[src/rtl/kmeans_seq_ctrl.sv]
// Sequencer for the k-means core: loads centroids, streams a RAM point range through
// classification, runs divide/convergence each iteration, then writes back and interrupts.
module kmeans_seq_ctrl #(
  parameter int K         = 8,
  parameter int LOG2_K    = 3,
  parameter int ADDR_W    = 9,
  parameter int IT_W      = 10,
  parameter int FILL_LAT  = 2,
  parameter int DIV_LAT   = 1,
  parameter int REG_W     = 4,
  parameter int CENT_BASE = 2
) (
  input  logic              clk,
  input  logic              rst_n,
  input  logic              go,
  input  logic              abort,
  input  logic [ADDR_W-1:0] first_addr,
  input  logic [ADDR_W-1:0] last_addr,
  input  logic [IT_W-1:0]   max_iter,
  output logic [REG_W-1:0]  reg_num,
  output logic              reg_write,
  output logic              irq,
  output logic              busy,
  output logic [1:0]        status,
  output logic [IT_W-1:0]   iter_count,
  output logic [ADDR_W-1:0] ram_addr,
  output logic              ram_cs_n,
  output logic              ram_oe_n,
  output logic              ram_we_n,
  output logic              in_reg_en,
  output logic [K-1:0]      cent_en,
  output logic [LOG2_K-1:0] cent_idx,
  output logic              first_iter,
  output logic              acc_en,
  output logic              acc_clr_n,
  output logic              div_en,
  output logic              cnv_en,
  output logic              cnv_clr_n,
  input  logic              cnv_valid,
  input  logic              cnv_ok
);

  localparam int CNT_W = 8;

  typedef enum logic [3:0] {
    S_IDLE, S_LOAD, S_ISSUE, S_DRAIN, S_CALC, S_CHECK, S_WAIT, S_WRBACK, S_IRQ
  } state_t;

  state_t state_q, state_d;
  logic [CNT_W-1:0]    cnt_q, cnt_d;
  logic [ADDR_W-1:0]   first_q, first_d, last_q, last_d, ram_addr_q, ram_addr_d;
  logic [1:0]          status_q, status_d;
  logic [IT_W-1:0]     iter_count_q, iter_count_d;
  logic                first_iter_q, first_iter_d;
  logic [FILL_LAT-1:0] pipe_q, pipe_d;
  logic [REG_W-1:0]    reg_num_q, reg_num_d;
  logic [K-1:0]        cent_en_q, cent_en_d;
  logic [LOG2_K-1:0]   cent_idx_q, cent_idx_d;
  logic reg_write_q, reg_write_d, irq_q, irq_d, busy_q, busy_d;
  logic ram_cs_n_q, ram_cs_n_d, in_reg_en_q, in_reg_en_d, acc_clr_n_q, acc_clr_n_d;
  logic div_en_q, div_en_d, cnv_en_q, cnv_en_d, cnv_clr_n_q, cnv_clr_n_d;
  logic issue_entry;

  always_comb begin
    state_d      = state_q;
    cnt_d        = cnt_q;
    first_d      = first_q;
    last_d       = last_q;
    ram_addr_d   = ram_addr_q;
    status_d     = status_q;
    iter_count_d = iter_count_q;
    first_iter_d = first_iter_q;

    case (state_q)
      S_IDLE: if (go) begin
        status_d     = 2'b00;
        iter_count_d = '0;
        first_iter_d = 1'b1;
        first_d      = first_addr;
        last_d       = last_addr;
        cnt_d        = '0;
        if (last_addr < first_addr) begin
          state_d  = S_IRQ;
          status_d = 2'b11;
        end else begin
          state_d = S_LOAD;
        end
      end
      S_LOAD: if (cnt_q == CNT_W'(K - 1)) begin
        state_d    = S_ISSUE;
        ram_addr_d = first_q;
      end else cnt_d = cnt_q + CNT_W'(1);
      // Stop on last_q itself so the address never steps past the range or wraps.
      S_ISSUE: if (ram_addr_q == last_q) begin
        state_d = S_DRAIN;
        cnt_d   = '0;
      end else ram_addr_d = ram_addr_q + ADDR_W'(1);
      S_DRAIN: if (cnt_q == CNT_W'(FILL_LAT - 1)) begin
        state_d = S_CALC;
        cnt_d   = '0;
      end else cnt_d = cnt_q + CNT_W'(1);
      S_CALC: if (cnt_q == CNT_W'(DIV_LAT - 1)) begin
        state_d = S_CHECK;
        cnt_d   = '0;
      end else cnt_d = cnt_q + CNT_W'(1);
      S_CHECK: if (cnt_q == CNT_W'(K - 1)) begin
        state_d = S_WAIT;
        cnt_d   = '0;
      end else cnt_d = cnt_q + CNT_W'(1);
      S_WAIT: if (cnv_valid) begin
        iter_count_d = (iter_count_q == '1) ? iter_count_q : iter_count_q + IT_W'(1);
        cnt_d        = '0;
        if (cnv_ok) begin
          state_d  = S_WRBACK;
          status_d = 2'b00;
        end else if (max_iter != '0 && (iter_count_q + IT_W'(1)) == max_iter) begin
          state_d  = S_WRBACK;
          status_d = 2'b01;
        end else begin
          state_d    = S_ISSUE;
          ram_addr_d = first_q;
        end
      end
      S_WRBACK: if (cnt_q == CNT_W'(K - 1)) state_d = S_IRQ;
                else cnt_d = cnt_q + CNT_W'(1);
      S_IRQ:   state_d = S_IDLE;
      default: state_d = S_IDLE;
    endcase

    // Abort outranks everything else, including a same-cycle convergence result.
    if (abort && state_q != S_IDLE && state_q != S_IRQ) begin
      state_d      = S_IRQ;
      status_d     = 2'b10;
      iter_count_d = iter_count_q;
    end

    issue_entry = (state_d == S_ISSUE) && (state_q != S_ISSUE);
    if (issue_entry) first_iter_d = 1'b0;

    // Outputs are computed from the next state so they are registered yet aligned with it.
    reg_write_d = (state_d == S_WRBACK);
    irq_d       = (state_d == S_IRQ);
    busy_d      = (state_d != S_IDLE);
    ram_cs_n_d  = (state_d != S_ISSUE);
    in_reg_en_d = (state_d == S_ISSUE);
    acc_clr_n_d = !issue_entry;
    div_en_d    = (state_d == S_CALC) || (state_d == S_CHECK);
    cnv_en_d    = (state_d == S_CHECK);
    cnv_clr_n_d = !((state_d == S_CALC) && (cnt_d == '0));
    reg_num_d   = '0;
    cent_en_d   = '0;
    cent_idx_d  = '0;
    if (state_d == S_LOAD || state_d == S_WRBACK)
      reg_num_d = REG_W'(CENT_BASE) + cnt_d[REG_W-1:0];
    if (state_d == S_LOAD || state_d == S_CHECK) begin
      cent_en_d  = K'(1) << cnt_d;
      cent_idx_d = cnt_d[LOG2_K-1:0];
    end

    pipe_d    = pipe_q << 1;
    pipe_d[0] = in_reg_en_q;
    if (state_d == S_IRQ) pipe_d = '0;
  end

  always_ff @(posedge clk) begin
    if (!rst_n) begin
      state_q      <= S_IDLE;
      cnt_q        <= '0;
      first_q      <= '0;
      last_q       <= '0;
      ram_addr_q   <= '0;
      status_q     <= 2'b00;
      iter_count_q <= '0;
      first_iter_q <= 1'b1;
      pipe_q       <= '0;
      reg_num_q    <= '0;
      cent_en_q    <= '0;
      cent_idx_q   <= '0;
      reg_write_q  <= 1'b0;
      irq_q        <= 1'b0;
      busy_q       <= 1'b0;
      ram_cs_n_q   <= 1'b1;
      in_reg_en_q  <= 1'b0;
      acc_clr_n_q  <= 1'b1;
      div_en_q     <= 1'b0;
      cnv_en_q     <= 1'b0;
      cnv_clr_n_q  <= 1'b1;
    end else begin
      state_q      <= state_d;
      cnt_q        <= cnt_d;
      first_q      <= first_d;
      last_q       <= last_d;
      ram_addr_q   <= ram_addr_d;
      status_q     <= status_d;
      iter_count_q <= iter_count_d;
      first_iter_q <= first_iter_d;
      pipe_q       <= pipe_d;
      reg_num_q    <= reg_num_d;
      cent_en_q    <= cent_en_d;
      cent_idx_q   <= cent_idx_d;
      reg_write_q  <= reg_write_d;
      irq_q        <= irq_d;
      busy_q       <= busy_d;
      ram_cs_n_q   <= ram_cs_n_d;
      in_reg_en_q  <= in_reg_en_d;
      acc_clr_n_q  <= acc_clr_n_d;
      div_en_q     <= div_en_d;
      cnv_en_q     <= cnv_en_d;
      cnv_clr_n_q  <= cnv_clr_n_d;
    end
  end

  assign reg_num    = reg_num_q;
  assign reg_write  = reg_write_q;
  assign irq        = irq_q;
  assign busy       = busy_q;
  assign status     = status_q;
  assign iter_count = iter_count_q;
  assign ram_addr   = ram_addr_q;
  assign ram_cs_n   = ram_cs_n_q;
  assign ram_oe_n   = ram_cs_n_q;
  assign ram_we_n   = 1'b1;
  assign in_reg_en  = in_reg_en_q;
  assign cent_en    = cent_en_q;
  assign cent_idx   = cent_idx_q;
  assign first_iter = first_iter_q;
  assign acc_en     = pipe_q[FILL_LAT-1];
  assign acc_clr_n  = acc_clr_n_q;
  assign div_en     = div_en_q;
  assign cnv_en     = cnv_en_q;
  assign cnv_clr_n  = cnv_clr_n_q;

endmodule

[config.mk]
export PLATFORM = sky130hd
export DESIGN_NAME = kmeans_seq_ctrl
export DESIGN_NICKNAME = d
export VERILOG_FILES = /design/src/rtl/kmeans_seq_ctrl.sv
export SDC_FILE = /design/constraint.sdc
export NUM_CORES = 1
export LEC_CHECK = 0
export BUFFER_PORTS_ARGS = -buffer_cell sky130_fd_sc_hd__clkbuf_2
export CAP_MARGIN = 20
export CORE_MARGIN = 2
export CORE_UTILIZATION = 56
export CTS_CLUSTER_SIZE = 28
export DETAILED_ROUTE_END_ITERATION = 8
export PLACE_DENSITY_LB_ADDON = 0.3
export SKIP_LAST_GASP = 1
export SLEW_MARGIN = 20
export SYNTH_ARGS = -nofsm -noshare
export SYNTH_HDL_FRONTEND = slang
export SYNTH_SLANG_ARGS = --single-unit
[constraint.sdc]
create_clock -name clk -period 3.75 [get_ports clk]
set_clock_uncertainty 0.15 [all_clocks]
set_input_delay 0.75 -clock clk [delete_from_list [all_inputs] [get_ports clk]]
set_output_delay 0.75 -clock clk [all_outputs]
set_load 0.005 [all_outputs]
==> results.rst <==
.. list-table::
   :header-rows: 1

   * - Metric
     - Value
   * - Outcome
     - finished, final reports clean
   * - Layout filler cell count
     - 740
   * - Worst-path cell with the longest stage delay
     - sky130_fd_sc_hd__a31oi_1
   * - Post_cts resized
     - 0
   * - Worst vdd rail ir drop
     - approximately 0.00028 V
   * - Cell family with the largest share of critical-path delay
     - simple AND/OR/NAND/NOR gates
   * - Placed Cells incl. Taps
     - 732
   * - Global-route wire length before repair
     - 19.0 mm
   * - Reg-to-reg critical path startpoint
     - state_q[2]$_SDFF_PN0_
   * - Area after DPL
     - 5000 um^2
   * - CTS buffer count
     - 9
   * - Floorplan core area
     - 8090 um^2
   * - Vias
     - between 4000 and 5000
   * - Part of the cycle the worst path needs
     - 82.9%
   * - Count of cells along the worst register-to-register path
     - 7
   * - Setup crit end kind
     - flop
   * - Setup tns final
     - 0 ps
   * - Number of DRC markers in iteration 0
     - 229
   * - PnR Total Power
     - 1.93 mW
   * - DIE HEIGHT
     - around 95 um
   * - Initial antenna violation count
     - 0
   * - Fraction of the mapped netlist area in compound gates
     - 20.8%
   * - Category of the critical setup timing path
     - reg -> reg
   * - Data arrival time of the critical path
     - 3190 ps
   * - Biggest cell delay along the critical path
     - roughly 660 ps
   * - Crit-path max FO
     - 19
   * - Areal power density over the cells
     - 367 nW/um^2
   * - Routed WL per cell
     - 15.6 um
   * - Die Width
     - 94.5 um
   * - R2R Setup Slk
     - 640 ps
   * - Number of vias per cell
     - 5.91
   * - Share of cells above drive strength 1
     - 21.0%
   * - Warnings, synthesis
     - 0
   * - Data required, critical path
     - 3830 ps
   * - Flip-flop and latch count after synthesis
     - just under 80
   * - RSZ-0062 raised after global routing
     - false
   * - Final Instance Count excl. Fillers
     - around 750
   * - Actual transition at the worst max-transition pin
     - 759 ps
   * - Post-detail-place hpwl
     - 8.62 mm
   * - Area growth, synth to finish
     - 14.4%
   * - Hold path endpoint
     - first_q[7]$_SDFFE_PN0P_
   * - Ranking of synthesized cells by instance count
     - sky130_fd_sc_hd__nand2_1 (81), sky130_fd_sc_hd__dfxtp_1 (78), sky130_fd_sc_hd__a21oi_1 (57)
   * - Count of input and output buffers
     - 81
   * - Number of buffer and inverter stages on the critical path
     - 0
   * - Number of global-route vias before repair
     - roughly 4100
   * - Cells taking the most area after synthesis
     - sky130_fd_sc_hd__dfxtp_1 (34%), sky130_fd_sc_hd__nand2_1 (6.6%), sky130_fd_sc_hd__a21oi_1 (6.2%)
   * - Cell area after technology mapping
     - 4590 um^2
   * - Antenna viol nets, final
     - 0
   * - Leftover overflow at the end of global routing
     - 0
   * - Post-CTS setup repair buffer count
     - 0
   * - Slew Viols, Final
     - 0
   * - Hold violation total from the final report
     - 0
   * - Fraction of the yosys area taken by sequential cells
     - 34.0%
   * - Post-layout instance area
     - about 5300 um^2
   * - CTS tree
     - done
   * - Simple-Gate Fraction of Synth Area
     - 29.0%
   * - Iteration count of the initial detailed-routing pass
     - 4
   * - Max_cap viols
     - 0
   * - Max clock buf depth
     - 2
   * - Fraction of post-synthesis cell area in the top cell type by area
     - between 30% and 40%
   * - Worst max-slew margin expressed relative to the limit
     - 49.1%
   * - Final wirelength
     - about 12 mm
   * - Top FF cell, synth
     - sky130_fd_sc_hd__dfxtp_1
   * - Hold buffers post-CTS
     - 0
   * - Nets@finish
     - 687
   * - Count of unresolved DRC violations after routing
     - 0
   * - Multi-input logic area
     - 2720 um^2
   * - Clock input transition at the sequential cells of the worst setup and hold paths
     - 90 ps
   * - Cells traversed along the worst timing path
     - nor2_1 -> and3_1 -> o31ai_2 -> a31oi_1 -> ha_1 -> xor2_1 -> nor3_1
   * - Worst hold path depth
     - 2
   * - Post-layout minimum cycle time
     - 3110 ps
   * - Pin count of the biggest net entering global routing
     - 22
   * - Post-Synth Adder-Cell Area
     - 4.09%
   * - Diodes inserted
     - 0
   * - Async set or reset register ratio after synthesis
     - 0%
   * - Most used standard cell by instance count after synthesis
     - sky130_fd_sc_hd__nand2_1
   * - Largest family of logic cells by synthesized area
     - simple AND/OR/NAND/NOR gates
   * - CTS root buffer
     - sky130_fd_sc_hd__clkbuf_8
   * - Post-layout utilization of the core
     - 64.9%
   * - Cells after synthesis
     - between 500 and 600
   * - Initial core utilization
     - 56.7%
   * - Number of levels in the clock H-tree
     - 3
   * - Die area
     - approximately 9000 um^2
   * - Routability cong.
     - between 0.8 and 0.9
   * - Post-synthesis cell type with the largest combined area
     - sky130_fd_sc_hd__dfxtp_1
   * - Number of nets produced by synthesis
     - approximately 620
   * - Portion of netlist area occupied by mux cells
     - less than 1%
   * - Highest attainable clock frequency
     - 322 MHz
   * - Parity-gate share of the synthesized area counting xor and xnor cells
     - around 4.8%
   * - Crit start category
     - flop
   * - Setup-violating endpoint count in the final report
     - 0
   * - Std cell rows
     - 33
   * - Sink Count
     - 78
   * - Register Area
     - 1560 um^2
   * - Hold Crit Start
     - first_q[7]$_SDFFE_PN0P_
   * - RR Endpoint
     - reg_num[3]$_SDFF_PN0_
   * - Unique cell type count in the Yosys netlist
     - 83
   * - Path type of the worst min-delay path
     - reg -> reg
   * - Overall routing resource usage
     - 26.7%
   * - Total leakage power
     - 2.19 nW
   * - Mapped Avg Cell Area
     - 7.98 um^2
   * - Number of enable-type register cells in the synthesized netlist
     - 0
   * - Number of top-level design ports
     - 83
   * - Worst skew pair latency
     - 350 ps
==> cell families (layout without fill, tap and decap cells) <==
family                     Yosys count  in the layout
muxes                                2              2
buffers and inverters               66            134
adders and majority gates           15             15
other                                1              1
xor gates and xnor gates            25             25
AOI/OAI and AO/OA                  138            138
DFF                                 78             78
and+or+nand+nor                    250            250
==> state kept, by name, indices dropped and copies added (netlist names) <==
register / flops
iter_count: 10
first_q: 9
last_q: 9
ram_addr: 9
cent_en: 8
cnt_q: 8
reg_num: 4
state_q: 4
cent_idx: 3
pipe_q: 2
status: 2
acc_clr_n: 1
busy: 1
cnv_clr_n: 1
cnv_en: 1
div_en: 1
first_iter: 1
in_reg_en: 1
irq: 1
ram_cs_n: 1
reg_write: 1
==> cell type report <==
| cell class | count | area share [%] |
|---|---|---|
| Multi-Input combinational cell | 431 | 51.8 |
| Sequential cell | 78 | 29.7 |
| Timing Repair Buffer | 92 | 9.29 |
| Clock buffer | 10 | 2.62 |
| Tap cell | 105 | 2.50 |
| Clock inverter | 6 | 2.19 |
| Inverter | 26 | 1.86 |
==> placed cells by master, fill, tap and decap left out, types with 3 or more instances in the layout <==
master / synthesis / final
sky130_fd_sc_hd__nor2_1: 35 / 35
sky130_fd_sc_hd__or3b_1: 4 / 4
sky130_fd_sc_hd__inv_1: 26 / 26
sky130_fd_sc_hd__clkbuf_2: 1 / 81
sky130_fd_sc_hd__o211ai_1: 4 / 4
sky130_fd_sc_hd__nor2b_1: 6 / 6
sky130_fd_sc_hd__xnor2_1: 17 / 17
sky130_fd_sc_hd__bufinv_16: 0 / 3
sky130_fd_sc_hd__o22ai_1: 5 / 5
sky130_fd_sc_hd__nand4_1: 8 / 8
sky130_fd_sc_hd__a21oi_1: 57 / 57
sky130_fd_sc_hd__and2_1: 9 / 9
sky130_fd_sc_hd__o31ai_1: 4 / 4
sky130_fd_sc_hd__o32ai_1: 6 / 6
sky130_fd_sc_hd__ha_1: 15 / 15
sky130_fd_sc_hd__nand3_1: 19 / 19
sky130_fd_sc_hd__xor2_1: 8 / 8
sky130_fd_sc_hd__or2_2: 4 / 4
sky130_fd_sc_hd__nor3_1: 16 / 16
sky130_fd_sc_hd__o21ai_0: 16 / 16
sky130_fd_sc_hd__nand2b_1: 4 / 4
sky130_fd_sc_hd__and3_1: 12 / 12
sky130_fd_sc_hd__nor4_1: 14 / 14
sky130_fd_sc_hd__buf_4: 6 / 11
sky130_fd_sc_hd__or3_1: 9 / 9
sky130_fd_sc_hd__dfxtp_1: 78 / 78
sky130_fd_sc_hd__or4_1: 3 / 3
sky130_fd_sc_hd__clkbuf_8: 0 / 10
sky130_fd_sc_hd__o21ai_1: 7 / 7
sky130_fd_sc_hd__a31oi_1: 5 / 5
sky130_fd_sc_hd__nand2_1: 81 / 81
==> where the power goes <==
part           switching [mW]  total [mW]  internal (mW)
clock network           0.324       0.789          0.465
registers              0.0253       0.881          0.855
logic                   0.158       0.259          0.102
==> how the worst max path moves through the flow <==
stage                                       endpoint  cells past startpoint                       start  slack [ps]
after floorplan                      busy$_SDFF_PN0_                      9               first_addr[6]         910
after detailed placement             busy$_SDFF_PN0_                     10               first_addr[6]         550
after global routing      iter_count[4]$_SDFFE_PN0P_                      8       state_q[2]$_SDFF_PN0_         380
after global placement               busy$_SDFF_PN0_                     10               first_addr[6]         590
final                          reg_num[3]$_SDFF_PN0_                      7       state_q[2]$_SDFF_PN0_         640
after CTS                   ram_addr[1]$_SDFFE_PN0P_                      9  iter_count[0]$_SDFFE_PN0P_         740
==> layer usage <==
| metal | global-route usage (%) | routed length, um | vias to the layer above |
|---|---|---|---|
| met5 | 0 | 0 | - |
| met1 | 32.7 | 4910 | 2071 |
| met2 | 45.4 | 5810 | 125 |
| li1 | - | - | 2193 |
| met3 | 5.75 | 597 | 35 |
| met4 | 11.4 | 349 | 0 |
==> worst register-to-register path, delay by kind of cell (launching register included) <==
kind | cells | cell delay (ps)
fa+ha+maj | 1 | 280
xor+xnor | 1 | 170
flops | 1 | 500
compound gates | 2 | 930
simple gates | 3 | 960
==> through the flow <==
stage | setup slack (ps) | hold WS, ps
3_5_place_dp | 546 | 306
5_1_grt | 384 | 336
4_1_cts | 743 | 318
2_1_floorplan | 908 | 287
6_report | 641 | 316
3_3_place_gp | 594 | 298
Note: power is estimated with default switching activity, not from simulation.
